$ cat config.mk
export PLATFORM = sky130hd
export DESIGN_NAME = cp0_unit
export DESIGN_NICKNAME = d
export VERILOG_FILES = /design/src/rtl/cp0_unit.sv
export SDC_FILE = /design/constraint.sdc
export NUM_CORES = 1
export LEC_CHECK = 0
export CAP_MARGIN = 40
export CORE_MARGIN = 5
export CORE_UTILIZATION = 53
export CTS_BUF_LIST = sky130_fd_sc_hd__clkbuf_2
export DETAILED_ROUTE_END_ITERATION = 7
export MAX_ROUTING_LAYER = met4
export PLACE_DENSITY = 0.85
export SLEW_MARGIN = 20
export SYNTH_ARGS = -nofsm -noshare
export SYNTH_HDL_FRONTEND = slang
export SYNTH_SLANG_ARGS = --single-unit
$ cat constraint.sdc
create_clock -name clk -period 4.2 [get_ports clk]
set_input_delay 1.26 -clock clk [delete_from_list [all_inputs] [get_ports clk]]
set_output_delay 1.26 -clock clk [all_outputs]
set_load 0.02 [all_outputs]
$ cat src/rtl/cp0_unit.sv
// cp0_unit -- Coprocessor-0 for the MIPS 5-stage pipeline.
//
// Holds SR (12), CAUSE (13, read-only), EPC (14) and the handler base EHBR (25).
// It latches rising edges of the external interrupt request and redirects
// fetch on an interrupt take or on ERET.
//
// Optional build macro: CP0_IRQ_SYNC_EN
//   When defined, ir_in goes through a two-flop synchronizer before edge
//   detection, which adds two cycles of latency.
//   When undefined, ir_in is assumed to be synchronous to clk.
//
// Ports:
//   clk, rst    clock; synchronous active-high reset
//   en          EXE stage enable. When low, no register update and no take.
//   oper        0 none, 1 MTC0 store, 2 ERET, 3 reserved (treated as none)
//   addr_r      MFC0 read address
//   data_r      combinational read data
//   addr_w      MTC0 write address
//   data_w      MTC0 write data
//   ret_addr    resume PC, saved to EPC when an interrupt is taken
//   ir_in       external interrupt request (level)
//   jump_en     redirect fetch this cycle
//   jump_addr   redirect target
module cp0_unit (
  input  logic        clk,
  input  logic        rst,
  input  logic        en,
  input  logic [1:0]  oper,
  input  logic [4:0]  addr_r,
  output logic [31:0] data_r,
  input  logic [4:0]  addr_w,
  input  logic [31:0] data_w,
  input  logic [31:0] ret_addr,
  input  logic        ir_in,
  output logic        jump_en,
  output logic [31:0] jump_addr
);

  localparam logic [1:0] OPER_STORE = 2'd1;
  localparam logic [1:0] OPER_ERET  = 2'd2;

  localparam logic [4:0] ADDR_SR    = 5'd12;
  localparam logic [4:0] ADDR_CAUSE = 5'd13;
  localparam logic [4:0] ADDR_EPC   = 5'd14;
  localparam logic [4:0] ADDR_EHBR  = 5'd25;

  logic [31:0] sr_q, sr_d;
  logic [31:0] epc_q, epc_d;
  logic [31:0] ehbr_q, ehbr_d;
  logic        pending_q, pending_d;
  logic        ir_d_q;
  logic        ir_s;
  logic        ir_edge;
  logic        is_store;
  logic        do_eret;
  logic        take_irq;

`ifdef CP0_IRQ_SYNC_EN
  logic sync1_q, sync2_q;

  // Two-flop synchronizer for an asynchronous board-level request.
  always_ff @(posedge clk) begin
    if (rst) begin
      sync1_q <= 1'b0;
      sync2_q <= 1'b0;
    end else begin
      sync1_q <= ir_in;
      sync2_q <= sync1_q;
    end
  end

  assign ir_s = sync2_q;
`else
  assign ir_s = ir_in;
`endif

  // The edge detector runs even while the stage is stalled, so that
  // requests are never lost while en is low.
  always_ff @(posedge clk) begin
    if (rst) ir_d_q <= 1'b0;
    else     ir_d_q <= ir_s;
  end

  assign ir_edge  = ir_s & ~ir_d_q;
  assign is_store = en & (oper == OPER_STORE);
  assign do_eret  = en & (oper == OPER_ERET) & ~rst;
  // ERET takes priority over a pending interrupt. The interrupt waits
  // until EXL has been cleared.
  assign take_irq = en & pending_q & sr_q[0] & ~sr_q[1] & (oper != OPER_ERET) & ~rst;

  assign jump_en   = take_irq | do_eret;
  assign jump_addr = do_eret ? epc_q : ehbr_q;

  // Next-state logic. For SR, an MTC0 is applied first and the EXL
  // update is layered on top. For EPC, the interrupt save overrides an MTC0.
  // A new request edge re-arms pending even in the cycle it is consumed.
  always_comb begin
    sr_d      = sr_q;
    epc_d     = epc_q;
    ehbr_d    = ehbr_q;
    pending_d = pending_q;
    if (is_store) begin
      case (addr_w)
        ADDR_SR:   sr_d   = data_w;
        ADDR_EPC:  epc_d  = data_w;
        ADDR_EHBR: ehbr_d = data_w;
        default:   ;
      endcase
    end
    if (do_eret) sr_d[1] = 1'b0;
    if (take_irq) begin
      sr_d[1]   = 1'b1;
      epc_d     = ret_addr;
      pending_d = 1'b0;
    end
    if (ir_edge) pending_d = 1'b1;
  end

  always_ff @(posedge clk) begin
    if (rst) begin
      sr_q      <= '0;
      epc_q     <= '0;
      ehbr_q    <= '0;
      pending_q <= 1'b0;
    end else begin
      pending_q <= pending_d;
      if (en) begin
        sr_q   <= sr_d;
        epc_q  <= epc_d;
        ehbr_q <= ehbr_d;
      end
    end
  end

  // MFC0 read port. CAUSE only exposes the pending bit, at IP (bit 10).
  always_comb begin
    data_r = '0;
    case (addr_r)
      ADDR_SR:    data_r = sr_q;
      ADDR_CAUSE: data_r = {21'd0, pending_q, 10'd0};
      ADDR_EPC:   data_r = epc_q;
      ADDR_EHBR:  data_r = ehbr_q;
      default:    data_r = '0;
    endcase
  end

endmodule

==> impl_metrics.yaml, run 1 <==
outcome:
  status: "completed"
floorplanning:
  initial_utilization_pct: 54.5
  dieArea_um2: 11500
  num_rows: 35
  die_w_um: 107
  die_y_um: 107
  io_pins: 145
  core_area_um2: 9240
global_routing:
  antenna_found_initial: 1
  grt_use_total_pct: 28.2
  grt_first_pass_wirelength_um: 25500
  grt_pass1_vias: 5289
  grt_overflow_total: 0
  grt_max_degree: 69
placement:
  dp_hpwl_um: 10800
  placed_area_um2: 6630
  numPortBuffers: 144
  place.gp.congestion: 0.873
  pre_cts_ws_ps: -465
logic_synthesis:
  ys_async_sr_fraction_pct: 0
  synth_top_area_share_pct: 39.0
  synthFlopType: "dfxtp_1"
  syn-num-nets: 706
  ys_ff_latch: 98
  synth_area_leader_cell: "dfxtp_1"
  synthTopCellsByArea: "dfxtp_1 39%, nand2_1 14%, a221oi_2 8.7%"
  synth_area_per_cell_um2: 8.04
  synthTopCellsByCount: "192 x nand2_1, 98 x dfxtp_1, 64 x a21oi_1"
  syn_area_um2: 5030
  ys_warn_count: 0
  synth.distinct_cells: 34
  yosysMostFrequentCell: "nand2_1"
  yosysSeqAreaShare_pct: 39.0
  netlist_instances: 626
  synth_edf_count: 0
worst_setup_path:
  critPathRequiredTime_ps: 2940
  crit_arrival_ps: 2910
  slowest_delay_ps: 560
  end_kind: "output pin"
  crit_chain: "clkdlybuf4s50_1 > or4bb_4 > buf_6 > o21ai_1 > buf_2"
  cp_slowest_cell: "or4bb_4"
  cp_top_family: "buffers and inverters"
  crit_buf_inv: 3
  worstSetupStartpointType: "primary input"
  critPathKind: "primary input to output pin"
  crit_path_max_fanout: 18
hold_path:
  hold_path.class: "register to register"
clock_tree:
  cts_setup_buffers: 0
  cts_root_buf: "clkbuf_2"
  cts_tree: "yes"
  hold_buffers: 0
  cts.clk_slew.worst_paths_ps: 260
  insertion_delay_ps: 570
  clock_sinks: 98
  clk_path_buf_depth: 2
  htreeDepth: 3
  cts_buffers: 9
layout:
  final_nets: 837
  drive_above_1_share_pct: 19.7
  areaGrowthSynthToFinish_pct: 31.5
  fin_area_um2: 6620
timing:
  fin_ws_ps: 34.7
  fin_skew_ps: 46.1
  min_period_over_period_pct: 99.2
  max_freq_mhz: 240
  final_hold_viol_count: 0
  rsz0062_at_grt: "true"
  min_period_ps: 4170
  relSlewSlack_pct: 44.6
  worst_pin_slew_ps: 832
  finalSetupViolations: 0
  drv_slew: 0
routing:
  drtAntennaViolNets: 0
  via_per_inst: 5.77
  wl_per_cell_um: 18.2
  firstDrtPassIters: 4
  vias: 5143
  drc_errors: 0
  routed_wl_um: 16300
  drt_iter0_drc: 242
power:
  vdd_drop_max_v: 0.000176
  p_leak_nw: 2.53
  power_density_nw_per_um2: 242
flow_run:
  drv_cap: 0
-- cells in the final DEF (no fill, tap or decap), types with 2 or more instances in the layout --
cell type	netlist	final
clkbuf_2	0	9
clkdlybuf4s50_1	0	74
mux2i_1	32	32
a31oi_1	2	2
clkinv_4	0	2
nand2b_1	2	2
nand2_1	192	192
dlygate4sd2_1	0	35
mux2_2	33	33
o21ai_1	0	7
dfxtp_1	98	98
a221oi_1	2	2
a221oi_2	29	29
nor2_1	2	2
o21ai_0	62	55
a21oi_1	64	64
nor2b_1	3	2
nor3_2	0	2
buf_2	4	31
inv_1	33	33
buf_6	5	2
nand3_1	2	2
inv_6	0	2
buf_4	0	28
-- routing by layer --
metal / GRT usage, % / vias to the layer above / routed length [um]
met5: - / - / 0
met4: 12.4 / 0 / 414
met3: 4.32 / 42 / 1200
met2: 48.8 / 251 / 8160
met1: 32.4 / 2452 / 6480
li1: - / 2398 / -
-- flip-flops by register name (all words and copies together), names as in the netlist --
register	flops
pending_q	1
ir_d_q	1
sr_q	32
epc_q	32
ehbr_q	32
-- metrics by stage --
stage / instances / hold WS (ps) / setup TNS (ps) / total power, mW / util, %
6_report: 892 / 474 / 0 / 1.60 / 71.6
5_1_grt: 892 / 486 / -35.2 / 1.65 / 71.6
4_1_cts: 891 / 473 / 0 / 1.60 / 71.7
3_5_place_dp: 874 / 446 / -22450 / 1.12 / 71.7
3_3_place_gp: 874 / 442 / -22170 / 1.12 / 71.7
2_1_floorplan: 626 / 436 / 0 / 1.01 / -
-- area by class of cell --
type                    count  area (um^2)
inverters                  33          124
clock inverters             7         83.8
repair buffers            173         1500
fillers                   740         2630
clock buffers               9         45.0
well taps                 129          161
diodes                      1         2.50
multi-input cells         442         2730
flip-flops and latches     98         1960
-- logic make-up after synthesis --
kind of cell / share of synthesized area (%)
AND/OR/NAND/NOR: 17.9
flip-flops: 39.0
buffers and inverters: 7.26
multiplexers: 13.7
AO/OA/AOI/OAI: 22.1
-- what timing repair did --
item	4_1_cts	5_1_grt
setup endpoints to repair	65	8
pin swaps	1	0
gates cloned	1	0
endpoints found under the hold margin	0	0
gates resized for setup	208	7
-- worst register-to-register path, stage by stage, from the launching register on --
cell and delay [ps]:
dfxtp_1 520, nand4b_4 130, or3_1 350, buf_4 280
and2_4 370, a221oi_2 400
-- where the power goes --
group | internal, mW | switching [mW]
Combinational | 0.0943 | 0.0721
Sequential | 0.938 | 0.00347
Clock | 0.149 | 0.345
Total | 1.18 | 0.421
-- final timing paths --
check | from | to | slack, ps | depth (start not counted)
hold reg to reg | sr_q[23] | sr_q[23] | 470 | 2
setup reg to reg | pending_q | epc_q[25] | 2080 | 5
hold / removal | sr_q[23] | sr_q[23] | 470 | 2
setup / recovery | addr_r[2] | data_r[27] | 30 | 5
Note: power is estimated with default switching activity, not from simulation.
==> inputs of run 2 (changes only) <==
--- a/config.mk
+++ b/config.mk
@@ -16,3 +16,4 @@
 export SYNTH_ARGS = -nofsm -noshare
 export SYNTH_HDL_FRONTEND = slang
 export SYNTH_SLANG_ARGS = --single-unit
+export TNS_END_PERCENT = 50
==> impl_metrics.yaml, run 2 (synthesis results as in run 1) <==
outcome:
  status: "complete, but fails checks"
  violations: "setup timing"
timing:
  fin_tns_setup_ps: -37.3
  relSlewSlack_pct: 46.2
  fin_ws_ps: -25.2
  final_hold_viol_count: 0
  hold_ws_ps: 472
  fin_skew_ps: 49.8
  min_period_over_period_pct: 101
  max_freq_mhz: 237
  finalSetupViolations: 2
  rsz0062_at_grt: "true"
  drv_slew: 0
  min_period_ps: 4230
  worst_pin_slew_ps: 808
worst_setup_path:
  reg2reg_depth: 5
  critPathRequiredTime_ps: 2940
  r2r_start: "pending_q"
  crit_arrival_ps: 2970
  crit_path_max_fanout: 14
  critPathLaunch: "addr_r[2]"
  end_kind: "output pin"
  reg2reg_slack_ps: 2110
  r2r_end: "epc_q[25]"
  critPathKind: "primary input to output pin"
  worstSetupStartpointType: "primary input"
placement:
  place.gp.congestion: 0.873
  numPortBuffers: 144
  dp_hpwl_um: 10800
global_routing:
  grt_max_degree: 69
  grt_overflow_total: 0
  grt_use_total_pct: 28.2
  grt_first_pass_wirelength_um: 25400
  grt_pass1_vias: 5290
  antenna_found_initial: 1
routing:
  dr_wl_met2_um: 8240
  firstDrtPassIters: 5
  via_per_inst: 5.74
  met3WireLength_um: 1110
  drtAntennaViolNets: 0
  drt_iter0_drc: 270
  routed_wl_um: 16200
  routedLengthMet1_um: 6480
  vias: 5119
  drc_errors: 0
  top_layer: "met4"
  wl_per_cell_um: 18.2
clock_tree:
  cts_buffers: 9
  clock_sinks: 98
  clk_path_buf_depth: 2
  htreeDepth: 3
  cts.clk_slew.worst_paths_ps: 270
  insertion_delay_ps: 570
  cts_root_buf: "clkbuf_2"
  cts_tree: "yes"
  hold_buffers: 0
hold_path:
  hold_start: "sr_q[23]"
  hold_path.class: "register to register"
  whs_path_depth: 2
  min_to: "sr_q[23]"
layout:
  mostFrequentLayoutCell: "nand2_1"
  mostFrequentLayoutCells: "192 x nand2_1, 98 x dfxtp_1, 74 x clkdlybuf4s50_1, 64 x a21oi_1, 52 x o21ai_0"
  areaGrowthSynthToFinish_pct: 31.6
  final_nets: 837
  drive_above_1_share_pct: 19.8
  fill_cells: 741
  top_regs: "ehbr_q x32, epc_q x32, sr_q x32"
floorplanning:
  die_w_um: 107
  num_rows: 35
  core_area_um2: 9240
  die_y_um: 107
  dieArea_um2: 11500
  io_pins: 145
  initial_utilization_pct: 54.5
power:
  power.total_mw: 1.60
  power_density_nw_per_um2: 242
  vdd_drop_max_v: 0.000177
  p_leak_nw: 2.53
flow_run:
  drv_cap: 0
[run 2: power by group]
part           switching (mW)  total, mW  internal [mW]
combinational          0.0719      0.166         0.0937
sequential            0.00342      0.942          0.938
clock                   0.347      0.496          0.149
[run 2: metal layers]
metal / GRT usage (%) / up-vias
met1: 32.4 / 2455
met5: - / -
met2: 48.8 / 226
li1: - / 2397
met3: 4.32 / 41
met4: 12.2 / 0
[run 2: critical path, cell delays in order]
cell and delay [ps]:
clkdlybuf4s50_1 480, or4bb_1 520, buf_4 220, nor2_1 110
a211o_1 110, clkdlybuf4s15_2 260
[run 2: per-stage QoR]
stage	area (um^2)	util [%]	cells	setup WS, ps
6_report	6620	71.7	892	-25.2
5_1_grt	6620	71.7	892	-76.6
4_1_cts	6640	71.9	891	-49.9
3_5_place_dp	6630	71.7	874	-465
3_3_place_gp	6630	71.7	874	-458
2_1_floorplan	5030	-	626	403
[run 2: layout make-up]
cell class	instances	area, um^2	share of cell area [%]
flip-flops and latches	98	1960	29.6
inverters	33	124	1.87
clock inverters	7	83.8	1.27
diodes	1	2.50	0.0378
well taps	129	161	2.44
multi-input cells	442	2740	41.3
clock buffers	9	45.0	0.680
repair buffers	173	1510	22.7
[run 2: worst max path at each step]
stage,endpoint,slack (ps),cells past startpoint
after detailed placement,data_r[27],-470,5
final,data_r[10],-30,6
after CTS,data_r[27],-50,5
after global routing,data_r[10],-80,6
after global placement,data_r[31],-460,5
after floorplan,data_r[0],400,4
[run 2: what timing repair did]
item / in CTS / in global routing
pin swaps: 1 / 0
resized for setup: 201 / 13
setup buffers: 0 / 0
endpoints found under the hold margin: 0 / 0
endpoints found under the setup margin: 65 / 18
gates cloned: 1 / 0
